===== src/rtl/uart_rx_pkg.sv =====
// rtl/uart_rx_pkg.sv - shared FSM encoding and oversampling constants for uart_rx
package uart_rx_pkg;

    typedef enum logic [1:0] {
        IDLE  = 2'd0,
        START = 2'd1,
        DATA  = 2'd2,
        STOP  = 2'd3
    } rx_state_e;

    localparam int OVERSAMPLE = 16;
    localparam int MID_TICK   = 7;
    localparam int END_TICK   = 15;

endpackage


===== src/rtl/uart_rx_sync.sv =====
// rtl/uart_rx_sync.sv - two-flop synchronizer for the serial line, resets to idle-high
module uart_rx_sync (
    input  logic clk_i,
    input  logic rst_i,
    input  logic d_i,
    output logic q_o
);

    logic meta_q;
    logic sync_q;

    always_ff @(posedge clk_i) begin
        if (rst_i) begin
            meta_q <= 1'b1;
            sync_q <= 1'b1;
        end else begin
            meta_q <= d_i;
            sync_q <= meta_q;
        end
    end

    assign q_o = sync_q;

endmodule


===== src/rtl/uart_rx.sv =====
// rtl/uart_rx.sv - oversampling UART receiver: free-running tick generator plus frame FSM
module uart_rx
    import uart_rx_pkg::*;
#(
    parameter int DATA_BITS  = 8,
    parameter int OVERSAMPLE = uart_rx_pkg::OVERSAMPLE
) (
    input  logic        clk,
    input  logic        rst,
    input  logic [31:0] baud_division,
    input  logic        rx,
    output logic [7:0]  data,
    output logic        data_valid,
    output logic        frame_error
);

    localparam int               TICK_W    = $clog2(OVERSAMPLE);
    localparam logic [TICK_W-1:0] MID      = TICK_W'(MID_TICK);
    localparam logic [TICK_W-1:0] LAST     = TICK_W'(END_TICK);
    localparam logic [2:0]       LAST_BIT  = 3'(DATA_BITS - 1);

    logic                 rx_s;
    logic [31:0]          cnt_q;
    logic                 tick;
    rx_state_e            state_q;
    logic [TICK_W-1:0]    tick_cnt_q;
    logic [2:0]           bit_idx_q;
    logic [DATA_BITS-1:0] shift_q;
    logic                 armed_q;
    logic [7:0]           data_q;
    logic                 data_valid_q;
    logic                 frame_error_q;

    uart_rx_sync u_sync (
        .clk_i (clk),
        .rst_i (rst),
        .d_i   (rx),
        .q_o   (rx_s)
    );

    // >= rather than == so a mid-frame shrink of baud_division wraps at once instead of after 2^32 clocks
    assign tick = (cnt_q >= baud_division);

    always_ff @(posedge clk) begin
        if (rst || tick) begin
            cnt_q <= 32'd0;
        end else begin
            cnt_q <= cnt_q + 32'd1;
        end
    end

    always_ff @(posedge clk) begin
        if (rst) begin
            state_q       <= IDLE;
            tick_cnt_q    <= '0;
            bit_idx_q     <= 3'd0;
            shift_q       <= '0;
            armed_q       <= 1'b0;
            data_q        <= 8'd0;
            data_valid_q  <= 1'b0;
            frame_error_q <= 1'b0;
        end else begin
            data_valid_q  <= 1'b0;
            frame_error_q <= 1'b0;
            if (tick) begin
                case (state_q)
                    IDLE: begin
                        // a start edge only counts once the line has been seen high since the last frame
                        if (rx_s) begin
                            armed_q <= 1'b1;
                        end else if (armed_q) begin
                            state_q    <= START;
                            tick_cnt_q <= '0;
                            armed_q    <= 1'b0;
                        end
                    end
                    START: begin
                        if (tick_cnt_q == MID) begin
                            if (!rx_s) begin
                                state_q    <= DATA;
                                tick_cnt_q <= '0;
                                bit_idx_q  <= 3'd0;
                            end else begin
                                state_q <= IDLE;
                            end
                        end else begin
                            tick_cnt_q <= tick_cnt_q + 1'b1;
                        end
                    end
                    DATA: begin
                        if (tick_cnt_q == LAST) begin
                            shift_q    <= {rx_s, shift_q[DATA_BITS-1:1]};
                            tick_cnt_q <= '0;
                            if (bit_idx_q == LAST_BIT) begin
                                state_q <= STOP;
                            end else begin
                                bit_idx_q <= bit_idx_q + 3'd1;
                            end
                        end else begin
                            tick_cnt_q <= tick_cnt_q + 1'b1;
                        end
                    end
                    STOP: begin
                        if (tick_cnt_q == LAST) begin
                            data_q        <= 8'(shift_q);
                            data_valid_q  <= rx_s;
                            frame_error_q <= ~rx_s;
                            state_q       <= IDLE;
                        end else begin
                            tick_cnt_q <= tick_cnt_q + 1'b1;
                        end
                    end
                    default: state_q <= IDLE;
                endcase
            end
        end
    end

    assign data        = data_q;
    assign data_valid  = data_valid_q;
    assign frame_error = frame_error_q;

endmodule

===== config.mk =====
export PLATFORM = sky130hd
export DESIGN_NAME = uart_rx
export DESIGN_NICKNAME = d
export VERILOG_FILES = /design/src/rtl/uart_rx_pkg.sv /design/src/rtl/uart_rx_sync.sv /design/src/rtl/uart_rx.sv
export SDC_FILE = /design/constraint.sdc
export NUM_CORES = 1
export LEC_CHECK = 0
export BUFFER_PORTS_ARGS = -buffer_cell sky130_fd_sc_hd__buf_2
export CORE_ASPECT_RATIO = 0.7
export CORE_UTILIZATION = 45
export DETAILED_ROUTE_END_ITERATION = 6
export PLACE_DENSITY = 0.68
export SETUP_SLACK_MARGIN = 0.3
export SLEW_MARGIN = 25
export SYNTH_ARGS = -nofsm -noshare
export SYNTH_HDL_FRONTEND = slang
export SYNTH_HIERARCHICAL = 1
export SYNTH_SLANG_ARGS = --single-unit

===== constraint.sdc =====
create_clock -name clk -period 2.5 [get_ports clk]
set_input_delay 0.5 -clock clk [delete_from_list [all_inputs] [get_ports clk]]
set_output_delay 0.5 -clock clk [all_outputs]
set_load 0.01 [all_outputs]

==> impl_summary.md <==
Layout
The antenna cell count is 0. The library cell used most frequently in the layout, excluding fill and tap cells, is nand2_1. Relative to the synthesized area, the layout overhead comes to 32.59%. In the layout the commonest cells are nand2_1, buf_2, dfxtp_1, inv_1, nor2_1. The fraction of layout instances using a drive strength above 1 is 0.3285.

After the flow finishes, the layout carries non-filler instances totaling 579. For this run, the post-layout net count is between 500 and 600.

Global route
The number of global-route vias before repair is around 2600. Entering global routing, the biggest net connects 33 pins. The overflow left after global routing is 0. The first global-routing pass estimated roughly 12000 um of wire.

The number of antenna violations at the first check in global routing is 0. For this run, the total global-route usage over all layers was measured as 0.1948.

Timing
The final critical path time including I/O delays and setup is 2.270 ns. The highest attainable clock frequency is ~440 MHz. In this run the tightest slew margin relative to its limit is 0.5767. Setup repair after global routing could not meet its margin everywhere. For the final database, setup skew stands at 0.01174 ns. The final setup violation count is 0.

The total count of hold-check failures in the final report is 0. At the pin with the least slew margin, the transition time is ~0.63 ns. The share of the clock period used by the worst path after layout is 0.9080. The setup TNS is 0 ns. The number of max-slew violations in the final report is 0. Once routing completed, OpenROAD measured the worst setup slack at about 0.23 ns.

Status
The flow ran to the end, and the final reports show no timing, DRC or antenna violations.

Clocking
Clock latency on the worst-skew pair, taken at its later pin, is approximately 0.35 ns. The H-tree depth is 3. The register clock-pin slew on the reported worst setup and hold paths is roughly 0.070 ns. The TritonCTS clock tree is done. The tree built by TritonCTS fans out to 62 sinks.

The longest clock path from root to sink contains 2 buffers. In this run, post-CTS hold repair placed 0 buffers. Clock tree synthesis inserted a total of 9 buffers. The clock tree root buffer cell is clkbuf_8.

Min path
In this run the worst hold path is classified as primary input to flop.

Yosys
The mean instance size in the synthesized netlist is ~8.6 sq um. Summing every instance area after synthesis gives roughly 3500 sq um. For this run, the leading register cell type out of synthesis is dfxtp_1.

Synthesis handed over a netlist of slightly above 400 instances. After synthesis, the share of flip-flops with an asynchronous set or reset is 0. The number of flops mapped to enable cells by yosys is 0.

The number of synthesis warnings is 6. Synthesis produced a netlist with a net count of 478. Synthesis instantiated 45 different standard cells from the library. The flip-flop and latch count after synthesis is between 60 and 70. The sequential share of the synthesized area is 0.3553.

Placed design
Prior to clock tree synthesis, the placed netlist has a worst setup slack of -0.1276 ns. The detailed placer's ending HPWL is 5417 um. The congestion estimate from routability-driven global placement came to 0.9089.

The total placed cells including tap cells is 551. In this run the tool buffered the top-level ports with 44 buffer cells.

Detailed routing
The number of optimization iterations in the first detailed-route pass is 5. In the routed layout, each cell is associated on average with a via count of 5.147. After the first detailed-routing iteration, the DRC count stood at roughly 170. The detailed-route via count is approximately 3000. The routed wirelength normalized by instance count is 13.53 um. The residual antenna-violating net count after detailed routing is 0.

In the routed design, unresolved DRC markers number 0. For this block, the routed nets add up to 7832 um of wire.

Die
The initialized floorplan defines 26 standard-cell rows. The die is around 76 um tall. The initial utilization of the core area, before any placement, comes to 0.4710.

After floorplanning, the core was sized to cover approximately 7400 sq um. The die span in x is approximately 110 um. The I/O pin count is between 40 and 50. The full die area is a little over 8000 sq um.

Setup path
The critical path is of the flop to flop type. Data on the critical path is required at its endpoint by 2.73 ns. The launching element type of the critical path is a flop. The maximum fanout count along the critical path is 8. The kind of end point of the critical path is a flop. For the worst setup path, the data arrival time is ~2.5 ns.

Pwr
Dividing total power by cell area gives a power density of roughly 460 nW/um^2. The cell leakage power is 2.081 nW. The maximum ir drop on the vdd rail is between 0.0003 and 0.0004 V.

Flow run
The max-capacitance violation count is 0.
==> area by class of cell <==
type                       instances  area (sq um)
clock inverter                     6         61.31
multi-input combinational        293          2391
sequential                        62          1280
timing repair buffer              68         471.7
clock buffer                      10         137.6
tap                               98         122.6
fill                             624          2785
inverter                          42         167.7
==> critical path, cell delays in order, from the launching register on <==
cell	delay, ns
dfxtp_4	0.35
ha_1	0.27
nand4_1	0.12
or3_4	0.43
a221oi_4	0.30
o31a_4	0.24
o2111ai_4	0.14
buf_12	0.18
mux2i_1	0.12
==> cell usage after synthesis, drive strengths merged (3+ instances only) <==
library cell,count,area share
dfxtp,62,0.36
nand2,46,0.049
nor2,45,0.048
inv,41,0.044
ha,36,0.13
mux2i,23,0.066
nand3,20,0.029
xor2,20,0.050
o21ai,13,0.021
a21oi,11,0.018
nand4,11,0.020
xnor2,11,0.028
nor3,9,0.013
and4,7,0.018
clkbuf,6,0.0064
a221oi,5,0.014
buf,5,0.0075
a21o,4,0.0086
and3,4,0.0072
nand2b,3,0.0054
or3,3,0.0054
==> where the power goes <==
group	internal (mW)	switching [mW]
clock network	0.483	0.403
registers	0.994	0.0331
logic	0.0990	0.131
total	1.58	0.567
==> routing by layer <==
layer,GRT usage,part of all wire
met5,0,0
met4,0.07306,0.0080
met3,0.04363,0.054
met2,0.2810,0.41
met1,0.2838,0.52
==> logic make-up after synthesis <==
kind of cell / Yosys count / synth area share
AND/OR/NAND/NOR: 154 / 0.2052
flip-flops: 62 / 0.3553
buffers and inverters: 53 / 0.05910
AO/OA/AOI/OAI: 47 / 0.1046
adder cells (fa/ha/maj): 36 / 0.1289
XOR/XNOR: 31 / 0.07772
multiplexers: 24 / 0.06913
==> stage by stage <==
step	hold slack, ns	total power, mW	util	instance area, sq um
floorplan	0.3832	1.178	-	3613
global placement	0.3942	1.243	0.5417	4018
detailed placement	0.3976	1.247	0.5417	4018
CTS	0.3275	2.129	0.5843	4334
global route	0.3376	2.230	0.6245	4632
finish	0.3391	2.143	0.6245	4632
==> final timing paths <==
kind | slack (ns) | start | cells after the start | end
worst max register to register | 0.23 | cnt_q[4] | 8 | shift_q[5]
worst max-delay path | 0.23 | cnt_q[4] | 8 | shift_q[5]
worst min register to register | 0.41 | u_sync/meta_q | 1 | u_sync/q_o
worst min-delay path | 0.34 | rx | 2 | u_sync/meta_q
==> state kept, by name, indices dropped and copies added (netlist names), named ones only <==
name / flops
u_sync/meta_q: 1
u_sync/q_o: 1
bit_idx_q: 3
state_q: 1
armed_q: 1
data_valid: 1
frame_error: 1
data: 8
tick_cnt_q: 4
shift_q: 8
cnt_q: 32
==> timing repair <==
| action | in CTS | in global routing |
|---|---|---|
| setup buffers | 5 | 3 |
| resized for setup | 21 | 58 |
| pin swaps | 9 | 24 |
| hold endpoints to repair | 0 | 0 |
| setup endpoints to repair | 60 | 60 |
| gates cloned | 0 | 4 |
No activity file was read; power rests on OpenSTA's default activity.
